[config.mk]
export PLATFORM = sky130hd
export DESIGN_NAME = seq_mult8_scheduler
export DESIGN_NICKNAME = d
export VERILOG_FILES = /design/src/rtl/seq_mult8_scheduler.sv
export SDC_FILE = /design/constraint.sdc
export NUM_CORES = 1
export LEC_CHECK = 0
export ABC_AREA = 0
export BUFFER_PORTS_ARGS = -buffer_cell sky130_fd_sc_hd__clkbuf_2
export CORE_UTILIZATION = 41
export DETAILED_ROUTE_END_ITERATION = 12
export GPL_ROUTABILITY_DRIVEN = 0
export GPL_TIMING_DRIVEN = 0
export MAX_ROUTING_LAYER = met4
export PLACE_DENSITY = 0.69
export SLEW_MARGIN = 40
export SYNTH_ARGS = -nofsm -noshare
export SYNTH_HDL_FRONTEND = slang
export SYNTH_SLANG_ARGS = --single-unit
[constraint.sdc]
create_clock -name clk -period 6.1 [get_ports clk]
set_input_delay 0 -clock clk [delete_from_list [all_inputs] [get_ports clk]]
set_output_delay 0 -clock clk [all_outputs]
set_load 0.005 [all_outputs]
[src/rtl/seq_mult8_scheduler.sv]
// seq_mult8_scheduler: time-multiplexed 8x8 unsigned multiplier controller.
// One 4x4 partial-product core is shared across the LL, LH, HL and HH nibble
// quadrants, one quadrant per cycle, with optional per-quadrant LSB truncation.
// Optional feature macro: SEQ_MULT8_SKIP_ZERO_EN (skip quadrants with a zero nibble).
module seq_mult8_scheduler #(
    parameter int unsigned TRUNC_BITS = 2
) (
    input  logic        clk,
    input  logic        rst,
    input  logic        in_valid,
    output logic        in_ready,
    input  logic [7:0]  a,
    input  logic [7:0]  b,
    input  logic [3:0]  approx_mask,
    output logic        out_valid,
    input  logic        out_ready,
    output logic [15:0] p,
    output logic        busy
);

    typedef enum logic [2:0] {
        StIdle,
        StQLl,
        StQLh,
        StQHl,
        StQHh,
        StDone
    } state_t;

    state_t      state;
    logic [7:0]  a_q;
    logic [7:0]  b_q;
    logic [3:0]  mask_q;
    logic [3:0]  skip_q;
    logic [15:0] acc;

    logic [3:0]  nib_a;
    logic [3:0]  nib_b;
    logic [3:0]  shamt;
    logic        trunc_en;
    logic [7:0]  pp_raw;
    logic [7:0]  keep_mask;
    logic [7:0]  pp_trunc;
    logic [15:0] pp_shifted;
    logic [15:0] acc_sum;
    logic [3:0]  skip_in;
    state_t      first_state;
    state_t      next_comp;

    // Quadrants whose product is known to be zero from the incoming operands
`ifdef SEQ_MULT8_SKIP_ZERO_EN
    always_comb begin
        skip_in[0] = (a[3:0] == 4'd0) || (b[3:0] == 4'd0);
        skip_in[1] = (a[3:0] == 4'd0) || (b[7:4] == 4'd0);
        skip_in[2] = (a[7:4] == 4'd0) || (b[3:0] == 4'd0);
        skip_in[3] = (a[7:4] == 4'd0) || (b[7:4] == 4'd0);
    end
`else
    always_comb begin
        skip_in = 4'b0000;
    end
`endif

    // First quadrant to visit after acceptance; an all-skipped operation passes
    // through LL once (adding zero) so the result appears one edge after acceptance
    always_comb begin
        first_state = StQLl;
        if (!skip_in[0]) begin
            first_state = StQLl;
        end else if (!skip_in[1]) begin
            first_state = StQLh;
        end else if (!skip_in[2]) begin
            first_state = StQHl;
        end else if (!skip_in[3]) begin
            first_state = StQHh;
        end
    end

    // Next quadrant after the current one, skipping flagged quadrants
    always_comb begin
        next_comp = StDone;
        case (state)
            StQLl: begin
                if (!skip_q[1]) next_comp = StQLh;
                else if (!skip_q[2]) next_comp = StQHl;
                else if (!skip_q[3]) next_comp = StQHh;
            end
            StQLh: begin
                if (!skip_q[2]) next_comp = StQHl;
                else if (!skip_q[3]) next_comp = StQHh;
            end
            StQHl: begin
                if (!skip_q[3]) next_comp = StQHh;
            end
            default: next_comp = StDone;
        endcase
    end

    // Shared 4x4 core: nibble select, truncation, shift and accumulate
    always_comb begin
        nib_a    = a_q[3:0];
        nib_b    = b_q[3:0];
        shamt    = 4'd0;
        trunc_en = mask_q[0];
        case (state)
            StQLh: begin
                nib_a    = a_q[3:0];
                nib_b    = b_q[7:4];
                shamt    = 4'd4;
                trunc_en = mask_q[1];
            end
            StQHl: begin
                nib_a    = a_q[7:4];
                nib_b    = b_q[3:0];
                shamt    = 4'd4;
                trunc_en = mask_q[2];
            end
            StQHh: begin
                nib_a    = a_q[7:4];
                nib_b    = b_q[7:4];
                shamt    = 4'd8;
                trunc_en = mask_q[3];
            end
            default: ;
        endcase
        pp_raw     = {4'b0000, nib_a} * {4'b0000, nib_b};
        keep_mask  = 8'hFF << TRUNC_BITS;
        pp_trunc   = trunc_en ? (pp_raw & keep_mask) : pp_raw;
        pp_shifted = {8'h00, pp_trunc} << shamt;
        acc_sum    = acc + pp_shifted;
    end

    // Control FSM with registered handshake outputs and result
    always_ff @(posedge clk) begin
        if (rst) begin
            state     <= StIdle;
            in_ready  <= 1'b1;
            out_valid <= 1'b0;
            busy      <= 1'b0;
            p         <= 16'h0000;
            acc       <= 16'h0000;
            a_q       <= 8'h00;
            b_q       <= 8'h00;
            mask_q    <= 4'h0;
            skip_q    <= 4'h0;
        end else begin
            case (state)
                StIdle: begin
                    if (in_valid) begin
                        a_q      <= a;
                        b_q      <= b;
                        mask_q   <= approx_mask;
                        skip_q   <= skip_in;
                        acc      <= 16'h0000;
                        state    <= first_state;
                        in_ready <= 1'b0;
                        busy     <= 1'b1;
                    end
                end
                StQLl, StQLh, StQHl, StQHh: begin
                    acc   <= acc_sum;
                    state <= next_comp;
                    if (next_comp == StDone) begin
                        out_valid <= 1'b1;
                        p         <= acc_sum;
                    end
                end
                StDone: begin
                    if (out_ready) begin
                        out_valid <= 1'b0;
                        in_ready  <= 1'b1;
                        busy      <= 1'b0;
                        state     <= StIdle;
                    end
                end
                default: begin
                    state     <= StIdle;
                    in_ready  <= 1'b1;
                    out_valid <= 1'b0;
                    busy      <= 1'b0;
                end
            endcase
        end
    end

endmodule

==> impl_results.md, run 1 <==
- Outcome: complete, no violations
- Via/cell ratio: between 5 and 6
- Most common cell in the netlist: nand2_1
- Synth top area share: 31.1%
- Dpl cell area: between 4000 and 5000 um2
- Clock Root Buffer: clkbuf_8
- Top post-synthesis cells by count: 83 x nand2_1, 58 x dfxtp_1, 52 x a21oi_1
- Largest net degree at the start of global routing: 11
- Port Buffer Count: 42
- Vias in the first global route: about 3600
- Synth Register Bits: 58
- Clk pin slew, worst setup/hold paths: about 0.070 ns
- Diodes inserted: 0
- F_max: 173 MHz
- Ys Warns: 0
- First-pass GRT wire length: about 17000 um
- Worst hold path stage count: 4
- Top delay family on crit path: adder cells
- Synth area leaders: dfxtp_1 31%, ha_1 9.0%, nand2_1 8.3%
- DRC: 0
- Pleak: 1.92 nW
- Crit Path Max Fanout: 8
- Sequential fraction of the synthesis area: a little under a third
- TritonCTS clock tree: built
- Clk buf depth: 2
- Final HPWL from detailed placement: just over 7000 um
- Syn Std Cell Area: 3740 um2
- Initial cell density of the core: between 40% and 50%
- Initial antenna violation count: 0
- Crit Path Category: register to register
- Reg-to-Reg End: acc[12]
- Crit path DAT: 6.06 ns
- Die span in y: between 90 and 100 um
- Gr usage total: a little under a quarter
- Die Footprint: approximately 9500 um2
- Clk Latency, worst-skew pair: 0.34 ns
- Clock sink total: 58
- Startpoint Class: register
- Grt ovf: 0
- CP Buf/Inv Count: 2
- Wirelength per Cell: 15.2 um
- CP Capture Type: register
- Design Area, Final: between 4000 and 5000 um2
- Hold Path Origin: in_valid
- Cell count after synthesis: between 400 and 500
- Post-layout minimum cycle time: approximately 5.8 ns
- Worst Path Required: 6.39 ns
- Slew Viols, Final: 0
- Boundary Pins: 43
- DR vias: around 3700
- Worst Skew: 0.00661 ns
- Hold Vio Cnt, Final: 0
- Dominant cell type by area after synthesis: dfxtp_1
- R2r startpoint: state[2]
- # rows: 34
- # setup viols final: 0
- HP Class: input pin to register
- Final core occ: between 50% and 60%
- Critical Path Max Stage Delay: about 0.55 ns
- Number of DRC markers in iteration 0: around 200
- Measured slew at the worst slew-check pin: 0.627 ns
- Worst Hold Path EP: state[0]
- Slew headroom: around three fifths
- Nets: 610
- TritonRoute pass-1 iters: 4
- Syn Nets: ~540
- Top_reg_cell synth: dfxtp_1
- Cells along the critical path: or3b_1 > buf_2 > nand2_2 > mux2i_1 > or2_1 > fa_1 > inv_1 > fa_1 > ha_1 > a211oi_4 > o21bai_1 > a21oi_2 > xnor2_2 > a21oi_1 > nor2_1 > ha_2 > a2111oi_0 > a21oi_1 > nand2_1 > mux2_1 > o311ai_1 > a22o_1
- Layout area overhead: 22.0%
- WL final: a little over 10000 um
- Area of the core: 8760 um2
- Syn_area_per_cell: 7.80 um2
- Die X: 97.5 um
- Detail Route Antenna Nets: 0
- Pwr Density: approximately 210 nW/um2
- Worst vdd ir: 131 uV
- Maxcap violations: 0
- Critical path's slowest cell: fa_1
- R2r worst-path depth: 22
- Count of cell types in the netlist: 58
- Ys async rst share: 0%
- H-Tree Level Count: 3
- R2r setup slk: roughly 0.32 ns
- Post-synth EDFFs: 0
- Num CTS Buffers: 9
- Share of cells above drive strength 1: between 10 and 15%
- Final Cycle Share: 94.7%
[state kept, by name (all words and copies together) (netlist names)]
register and flops:
a_q 8, acc 16, b_q 8, busy 1
in_ready 1, mask_q 4, out_valid 1, p 16
state 3
[metal layers]
layer | vias to the layer above | track usage (%) | part of all wire [%]
li1 | 1853 | - | -
met1 | 1757 | 29.1 | 46
met2 | 88 | 36.0 | 47
met3 | 19 | 4.32 | 4.4
met4 | 0 | 8.48 | 2.3
met5 | - | - | 0
[worst max-delay path by stage]
stage	startpoint	endpoint	slack, ns	cells after the start
after floorplan	state[2]	acc[12]	0.68	22
after global placement	state[2]	acc[12]	0.04	22
after detailed placement	state[0]	acc[12]	-0.10	22
after CTS	state[0]	acc[12]	0.05	22
after global routing	state[1]	acc[12]	-0.12	23
final	state[2]	acc[12]	0.32	22
[worst reg2reg max path, cell delays in order, from the launching register on]
cell and delay, ns:
dfxtp_2 0.37, or3b_1 0.34, buf_2 0.21, nand2_2 0.15, mux2i_1 0.19, or2_1 0.28
fa_1 0.55, inv_1 0.06, fa_1 0.49, ha_1 0.36, a211oi_4 0.25, o21bai_1 0.12
a21oi_2 0.22, xnor2_2 0.17, a21oi_1 0.11, nor2_1 0.14, ha_2 0.34, a2111oi_0 0.45
a21oi_1 0.13, nand2_1 0.18, mux2_1 0.35, o311ai_1 0.10, a22o_1 0.17
[layout by cell type (no fill, tap or decap), types with 3 or more instances in the layout]
cell type      synthesis  routed
nand2_1               83      83
dfxtp_1               58      57
a21oi_1               52      50
nor2_1                49      49
clkbuf_2               0      43
ha_1                  27      25
dlygate4sd3_1          0      21
clkbuf_1              17      17
inv_1                 12      12
clkbuf_8               0      12
mux2i_1               11      11
nand3_1               12      11
o21ai_1               10       9
o211ai_1               8       8
nand2b_1               7       7
o21a_1                 7       7
and3_1                 7       7
o21ai_0                7       7
xnor2_1                7       6
nor3_1                 6       6
xor2_1                 5       5
nor3b_1                5       5
or3_1                  5       5
a22oi_1                5       5
fa_1                   5       5
or2_1                  4       4
a21o_1                 4       4
o21bai_1               4       4
a22o_1                 4       4
and2_1                 4       4
buf_2                  4       3
a21oi_2                2       3
nand4_1                3       3
a211oi_1               4       3
[stage by stage]
stage	cells	setup WS, ns	TNS, ns	hold slack [ns]	total power [W]
3_5_place_dp	629	-0.101	-0.273	0.229	0.000595
2_1_floorplan	479	0.676	0	0.116	0.000540
3_3_place_gp	629	0.0437	0	0.227	0.000589
4_1_cts	666	0.0460	0	0.0625	0.000949
5_1_grt	667	-0.120	-0.243	0.0876	0.000998
6_report	667	0.323	0	0.0718	0.000953
[cell families after synthesis]
logic type / synth area share [%]
fa+ha+maj: 11.7
mux: 3.25
compound gates: 21.5
xor+xnor: 3.41
buf+inv: 3.75
simple gates: 25.3
flops: 31.1
[where the power goes]
part / switching [W] / total, W / leakage, nW / internal [W]
combinational: 0.000120 / 0.000190 / 1.35 / 0.0000703
clock: 0.000171 / 0.000351 / 0.0944 / 0.000179
sequential: 0.0000135 / 0.000412 / 0.472 / 0.000399
[final cells by class]
class / count / area, um2
fillers: 840 / 4210
multi-input cells: 385 / 2500
flip-flops and latches: 58 / 1160
repair buffers: 64 / 428
clock buffers: 12 / 165
well taps: 108 / 135
plain buffers: 24 / 98.8
inverters: 12 / 45.0
clock inverters: 4 / 25.0
[repair_timing]
action | CTS | global route
setup buffers | 0 | 1
setup endpoints to repair | 6 | 17
gates resized for setup | 1 | 14
hold buffers | 21 | 0
hold endpoints to repair | 22 | 0
pin swaps | 0 | 1
No activity file was read; power rests on OpenSTA's default activity.
==> inputs of run 2 (changes only) <==
--- a/config.mk
+++ b/config.mk
@@ -10,9 +10,9 @@
 export CORE_UTILIZATION = 41
 export DETAILED_ROUTE_END_ITERATION = 12
 export GPL_ROUTABILITY_DRIVEN = 0
-export GPL_TIMING_DRIVEN = 0
 export MAX_ROUTING_LAYER = met4
 export PLACE_DENSITY = 0.69
+export RECOVER_POWER = 50
 export SLEW_MARGIN = 40
 export SYNTH_ARGS = -nofsm -noshare
 export SYNTH_HDL_FRONTEND = slang
==> run 2 against run 1 <==
  * Design area shrank 2.4%
  * Clock power up 4%
  * Largest power group unchanged
  * Utilization fell by 1.3 points
  * Critical path type unchanged
  * The flow now finishes with violations (capacitance limit, slew limit)
  * Total power rose by 0.62%
  * Register-to-register slack improved by 0.02 ns
==> impl_results.md, run 2 (same netlist as run 1, synthesis figures left out) <==
- Outcome: finished, violations left
- Failing checks: capacitance limit, slew limit
- Top Registers: acc (16), p (16)
- Clk pin slew, worst setup/hold paths: 0.07 ns
- CP Capture Type: register
- Nets: between 500 and 600
- Clk Latency, worst-skew pair: 0.34 ns
- Startpoint Class: register
- Worst Skew: 0.00717 ns
- Clock sink total: 58
- Slew headroom: -11.0%
- Share of cells above drive strength 1: about 12%
- Die Footprint: between 9000 and 10000 um2
- F_max: 174 MHz
- Vias in the first global route: 3434
- Maxcap violations: 1
- TritonRoute pass-1 iters: 4
- Hold Vio Cnt, Final: 0
- Slew Viols, Final: 12
- Die span in y: 97.5 um
- Wirelength per Cell: 15.1 um
- Hold Path Origin: in_valid
- Measured slew at the worst slew-check pin: approximately 1.6 ns
- Reg-to-Reg End: acc[12]
- # rows: 34
- HP Class: input pin to register
- Port Buffer Count: 42
- DR vias: roughly 3600
- DRC: 0
- # setup viols final: 0
- Grt ovf: 0
- Worst vdd ir: about 150 uV
- Gr usage total: between 20% and 30%
- Most frequent cells in the layout: 83 x nand2_1, 56 x dfxtp_1, 51 x a21oi_1, 49 x nor2_1, 35 x clkbuf_2
- First-pass GRT wire length: around 16000 um
- Final HPWL from detailed placement: between 6000 and 7000 um
- Pleak: between 1.5 and 2 nW
- Num CTS Buffers: 9
- Initial cell density of the core: a little over two fifths
- Design Power: between 0.0009 and 0.001 W
- RSZ-0062 raised after global routing: no
- R2r startpoint: state[2]
- Area of the core: between 8000 and 9000 um2
- R2r worst-path depth: 22
- Detail Route Antenna Nets: 0
- R2r setup slk: between 0.3 and 0.4 ns
- Initial antenna violation count: 0
- Clock Root Buffer: clkbuf_8
- Crit path DAT: 6.04 ns
- Layout area overhead: 19.0%
- Crit Path Max Fanout: 16
- Boundary Pins: 43
- H-Tree Level Count: 3
- Post-layout minimum cycle time: about 5.8 ns
- Largest net degree at the start of global routing: 49
- TritonCTS clock tree: built
- Commonest non-fill, non-tap cell in the layout: nand2_1
- WL final: 9800 um
- Diodes inserted: 0
- Die X: about 97 um
- Setup tns final: 0 ns
- Pwr Density: roughly 220 nW/um2
- Number of DRC markers in iteration 0: between 100 and 150
- Worst Path Required: about 6.4 ns
- Via/cell ratio: 5.53
- Final Cycle Share: a little over nine tenths
- Worst hold path stage count: 4
- Clk buf depth: 2
- Crit Path Category: register to register
- Worst Hold Path EP: state[0]
-- run 2: cell type report --
type                            instances  area [um2]
Clock inverter                          7        70.1
Timing Repair Buffer                   70         464
Clock buffer                            9         124
Tap cell                              108         135
Fill cell                             866        4320
Multi-Input combinational cell        385        2440
Sequential cell                        58        1160
Inverter                               12        45.0
-- run 2: repair_timing --
item                       CTS  global route
setup endpoints to repair    0            11
resized for setup            0             2
buffers inserted             0             0
hold endpoints to repair    21             0
hold buffers                21             0
-- run 2: worst max-delay path by stage --
stage / start / endpoint / cells past startpoint
floorplan: state[2] / acc[12] / 22
global placement: state[1] / acc[15] / 22
detailed placement: state[1] / acc[12] / 22
CTS: state[1] / acc[12] / 22
global route: state[1] / acc[12] / 22
finish: state[2] / acc[12] / 22
-- run 2: stage by stage --
step / setup WS, ns / instance area (um2) / util [%] / cells / hold WS (ns)
6_report: 0.341 / 4450 / 50.7 / 649 / 0.0807
5_1_grt: 0.0479 / 4450 / 50.7 / 649 / 0.106
4_1_cts: 0.213 / 4470 / 51.0 / 649 / 0.0708
3_5_place_dp: 0.243 / 4060 / 46.4 / 612 / 0.229
3_3_place_gp: 0.444 / 4050 / 46.2 / 612 / 0.227
2_1_floorplan: 0.676 / 3740 / - / 479 / 0.116
-- run 2: layer usage --
metal	up-vias	routed length, um	GRT usage (%)
met5	-	0	-
met4	0	159	7.58
met3	17	399	3.53
met2	82	4690	34.2
met1	1679	4550	27.5
li1	1814	-	-
-- run 2: power by group --
group	leakage, nW	switching [W]	internal (W)
Clock	0.0873	0.000177	0.000187
Sequential	0.472	0.0000161	0.000399
Combinational	1.30	0.000113	0.0000668
-- run 2: critical path, stage by stage (launching register included) --
cell	delay [ns]
dfxtp_2	0.46
or3b_1	0.40
nand2_2	0.14
mux2i_1	0.39
or2_1	0.18
fa_1	0.41
inv_1	0.09
fa_1	0.42
ha_1	0.32
a211oi_1	0.23
buf_4	0.17
o21bai_1	0.07
a21oi_1	0.24
xnor2_1	0.22
a21oi_1	0.12
nor2_1	0.12
ha_1	0.32
a2111oi_0	0.47
a21oi_1	0.13
nand2_1	0.16
mux2_1	0.35
o311ai_1	0.11
a22o_1	0.19
==> inputs of run 3 (changes only) <==
--- a/config.mk
+++ b/config.mk
@@ -5,13 +5,13 @@
 export SDC_FILE = /design/constraint.sdc
 export NUM_CORES = 1
 export LEC_CHECK = 0
-export ABC_AREA = 0
+export ABC_AREA = 1
 export BUFFER_PORTS_ARGS = -buffer_cell sky130_fd_sc_hd__clkbuf_2
 export CORE_UTILIZATION = 41
 export DETAILED_ROUTE_END_ITERATION = 12
 export GPL_ROUTABILITY_DRIVEN = 0
 export MAX_ROUTING_LAYER = met4
-export PLACE_DENSITY = 0.69
+export PLACE_DENSITY = 0.7
 export RECOVER_POWER = 50
 export SLEW_MARGIN = 40
 export SYNTH_ARGS = -nofsm -noshare
==> run 3 against run 2 <==
  * The run now ends clean
  * Largest power group is now combinational cells
  * Area after synthesis shrank 3.8%
  * Total power grew 51%
  * Maximum frequency grew 4.2%
  * Critical path type unchanged
  * Critical path depth grew 7
  * First-iteration DRC count grew 26%
  * Setup slack gained 0.23 ns
==> impl_results.md, run 3 <==
- Port Buffer Count: 42
- Outcome: complete, no violations
- Cell count after synthesis: approximately 530
- CP Buf/Inv Count: 8
- Die Footprint: 9150 um2
- Via/cell ratio: 5.05
- Post CTS Setup Buffer Count: 0
- Post-synth EDFFs: 0
- Worst Path Required: 6.34 ns
- Startpoint Class: register
- Grt ovf: 0
- Die X: 95.7 um
- # rows: 33
- # setup viols final: 0
- Clk pin slew, worst setup/hold paths: 0.07 ns
- Critical Path Max Stage Delay: around 0.55 ns
- Diodes inserted: 0
- Synth area leaders: dfxtp_1 32%, nand2_1 13%, ha_1 9.4%
- Num CTS Buffers: 9
- Layout area overhead: 18.8%
- Detail Route Antenna Nets: 0
- DR vias: 3505
- Final Cycle Share: between 90% and 100%
- Top delay family on crit path: adder cells
- Area of the core: approximately 8300 um2
- Worst Skew: 0.00809 ns
- Fillcell total: about 820
- Wirelength per Cell: between 10 and 15 um
- Slew headroom: 41.2%
- Synth top area share: roughly 32%
- Boundary Pins: 43
- Synth Register Bits: slightly below 60
- Top_reg_cell synth: dfxtp_1
- Hold Vio Cnt, Final: 0
- WL final: between 8000 and 9000 um
- Gr usage total: a little over a fifth
- Die span in y: between 90 and 100 um
- Ys async rst share: 0%
- Clk buf depth: 2
- Final HPWL from detailed placement: 6280 um
- DRC: 0
- Design Area, Final: ~4300 um2
- Maxcap violations: 0
- Nets: 640
- Count of cell types in the netlist: 33
- Most frequent cells in the layout: 122 x nand2_1, 64 x inv_1, 63 x nor2_1, 58 x dfxtp_1, 57 x a21oi_1
- Syn Std Cell Area: 3600 um2
- Clock Root Buffer: clkbuf_8
- Initial antenna violation count: 0
- Top Registers: acc (16), p (16)
- H-Tree Level Count: 3
- Largest net degree at the start of global routing: 45
- First-pass GRT wire length: 14800 um
- Top post-synthesis cells by count: 121 x nand2_1, 63 x inv_1, 63 x nor2_1
- Number of DRC markers in iteration 0: around 180
- Commonest non-fill, non-tap cell in the layout: nand2_1
- TritonRoute pass-1 iters: 5
- Post-layout minimum cycle time: around 5.5 ns
- Sequential fraction of the synthesis area: about a third
- Dpl cell area: approximately 3900 um2
- Clk Latency, worst-skew pair: roughly 0.34 ns
- Dominant cell type by area after synthesis: dfxtp_1
- Measured slew at the worst slew-check pin: a little under 0.9 ns
- HP Class: input pin to register
- Crit Path Category: register to register
- TritonCTS clock tree: built
- Slew Viols, Final: 0
- Clock sink total: 58
- Syn Nets: 584
- Crit Path Max Fanout: 28
- CP Capture Type: register
- Crit path DAT: roughly 5.8 ns
- Vias in the first global route: between 3000 and 4000
- F_max: roughly 180 MHz
- Share of cells above drive strength 1: 11.5%
- Initial cell density of the core: between 40% and 50%
- Pleak: between 2 and 2.5 nW
- Syn_area_per_cell: 6.81 um2
- RSZ-0062 raised after global routing: no
- Setup tns final: 0 ns
- Most used cell, CP: nand2_1
- Ys Warns: 0
- Critical path's slowest cell: fa_1
- Pwr Density: between 300 and 400 nW/um2
- Worst vdd ir: roughly 250 uV
- Most common cell in the netlist: nand2_1
==> run 3: metrics by stage <==
step	std cells	hold WS (ns)	utilization, %	worst slack (ns)	total power, W
after global routing	694	0.0392	51.2	0.0712	0.00156
after floorplan	528	0.145	-	1.28	0.000911
after detailed placement	658	0.241	46.3	0.684	0.00104
after global placement	658	0.233	46.3	0.883	0.00103
final	694	0.0383	51.2	0.574	0.00145
after CTS	694	0.0271	51.3	0.685	0.00146
==> run 3: what timing repair did <==
item	4_1_cts	5_1_grt
hold buffers	20	0
hold endpoints to repair	20	0
resized for setup	0	0
==> run 3: final timing paths <==
path                            startpoint  endpoint  slack [ns]  cells after the start
worst max register to register    state[1]     p[11]        0.57                     29
worst min-delay path              in_valid  state[0]        0.04                      3
worst min register to register      b_q[1]    b_q[1]        0.45                      2
worst max-delay path              state[1]     p[11]        0.57                     29
==> run 3: kinds of logic (layout without fill, tap and decap cells) <==
logic type / after synthesis / count (layout) / share of synthesized area [%]
AND/OR/NAND/NOR: 222 / 222 / 25.6
AO/OA/AOI/OAI: 117 / 117 / 17.5
buffers and inverters: 87 / 148 / 9.57
flip-flops: 58 / 58 / 32.3
adder cells (fa/ha/maj): 32 / 32 / 12.2
XOR/XNOR: 12 / 12 / 2.92
==> run 3: worst reg2reg max path, delay by kind of cell (launching register included) <==
| family | cells | cell delay [ns] |
|---|---|---|
| buffers and inverters | 8 | 0.68 |
| AOI/OAI and AO/OA | 7 | 1.39 |
| adders and majority gates | 4 | 1.87 |
| xor gates and xnor gates | 1 | 0.15 |
| DFF | 1 | 0.38 |
| and+or+nand+nor | 9 | 0.95 |
==> run 3: power breakdown <==
| part | internal [W] | switching [W] | total (W) |
|---|---|---|---|
| Clock | 0.000240 | 0.000161 | 0.000401 |
| Combinational | 0.000186 | 0.000391 | 0.000577 |
| Sequential | 0.000439 | 0.0000302 | 0.000469 |
| Total | 0.000865 | 0.000582 | 0.00145 |
==> run 3: metal layers <==
layer | part of all wire (%) | track usage (%) | vias to the layer above
met1 | 47 | 27.3 | 1579
li1 | - | - | 1805
met3 | 5.4 | 4.70 | 10
met5 | 0 | - | -
met4 | 1.4 | 7.34 | 0
met2 | 46 | 34.3 | 111
==> run 3: final cells by class <==
cell class / instances / area, um2 / share of cell area, %
Clock buffer: 11 / 141 / 3.31
Clock inverter: 5 / 77.6 / 1.82
Inverter: 69 / 259 / 6.06
Multi-Input combinational cell: 383 / 2090 / 48.9
Sequential cell: 58 / 1160 / 27.2
Tap cell: 105 / 131 / 3.08
Timing Repair Buffer: 63 / 413 / 9.67
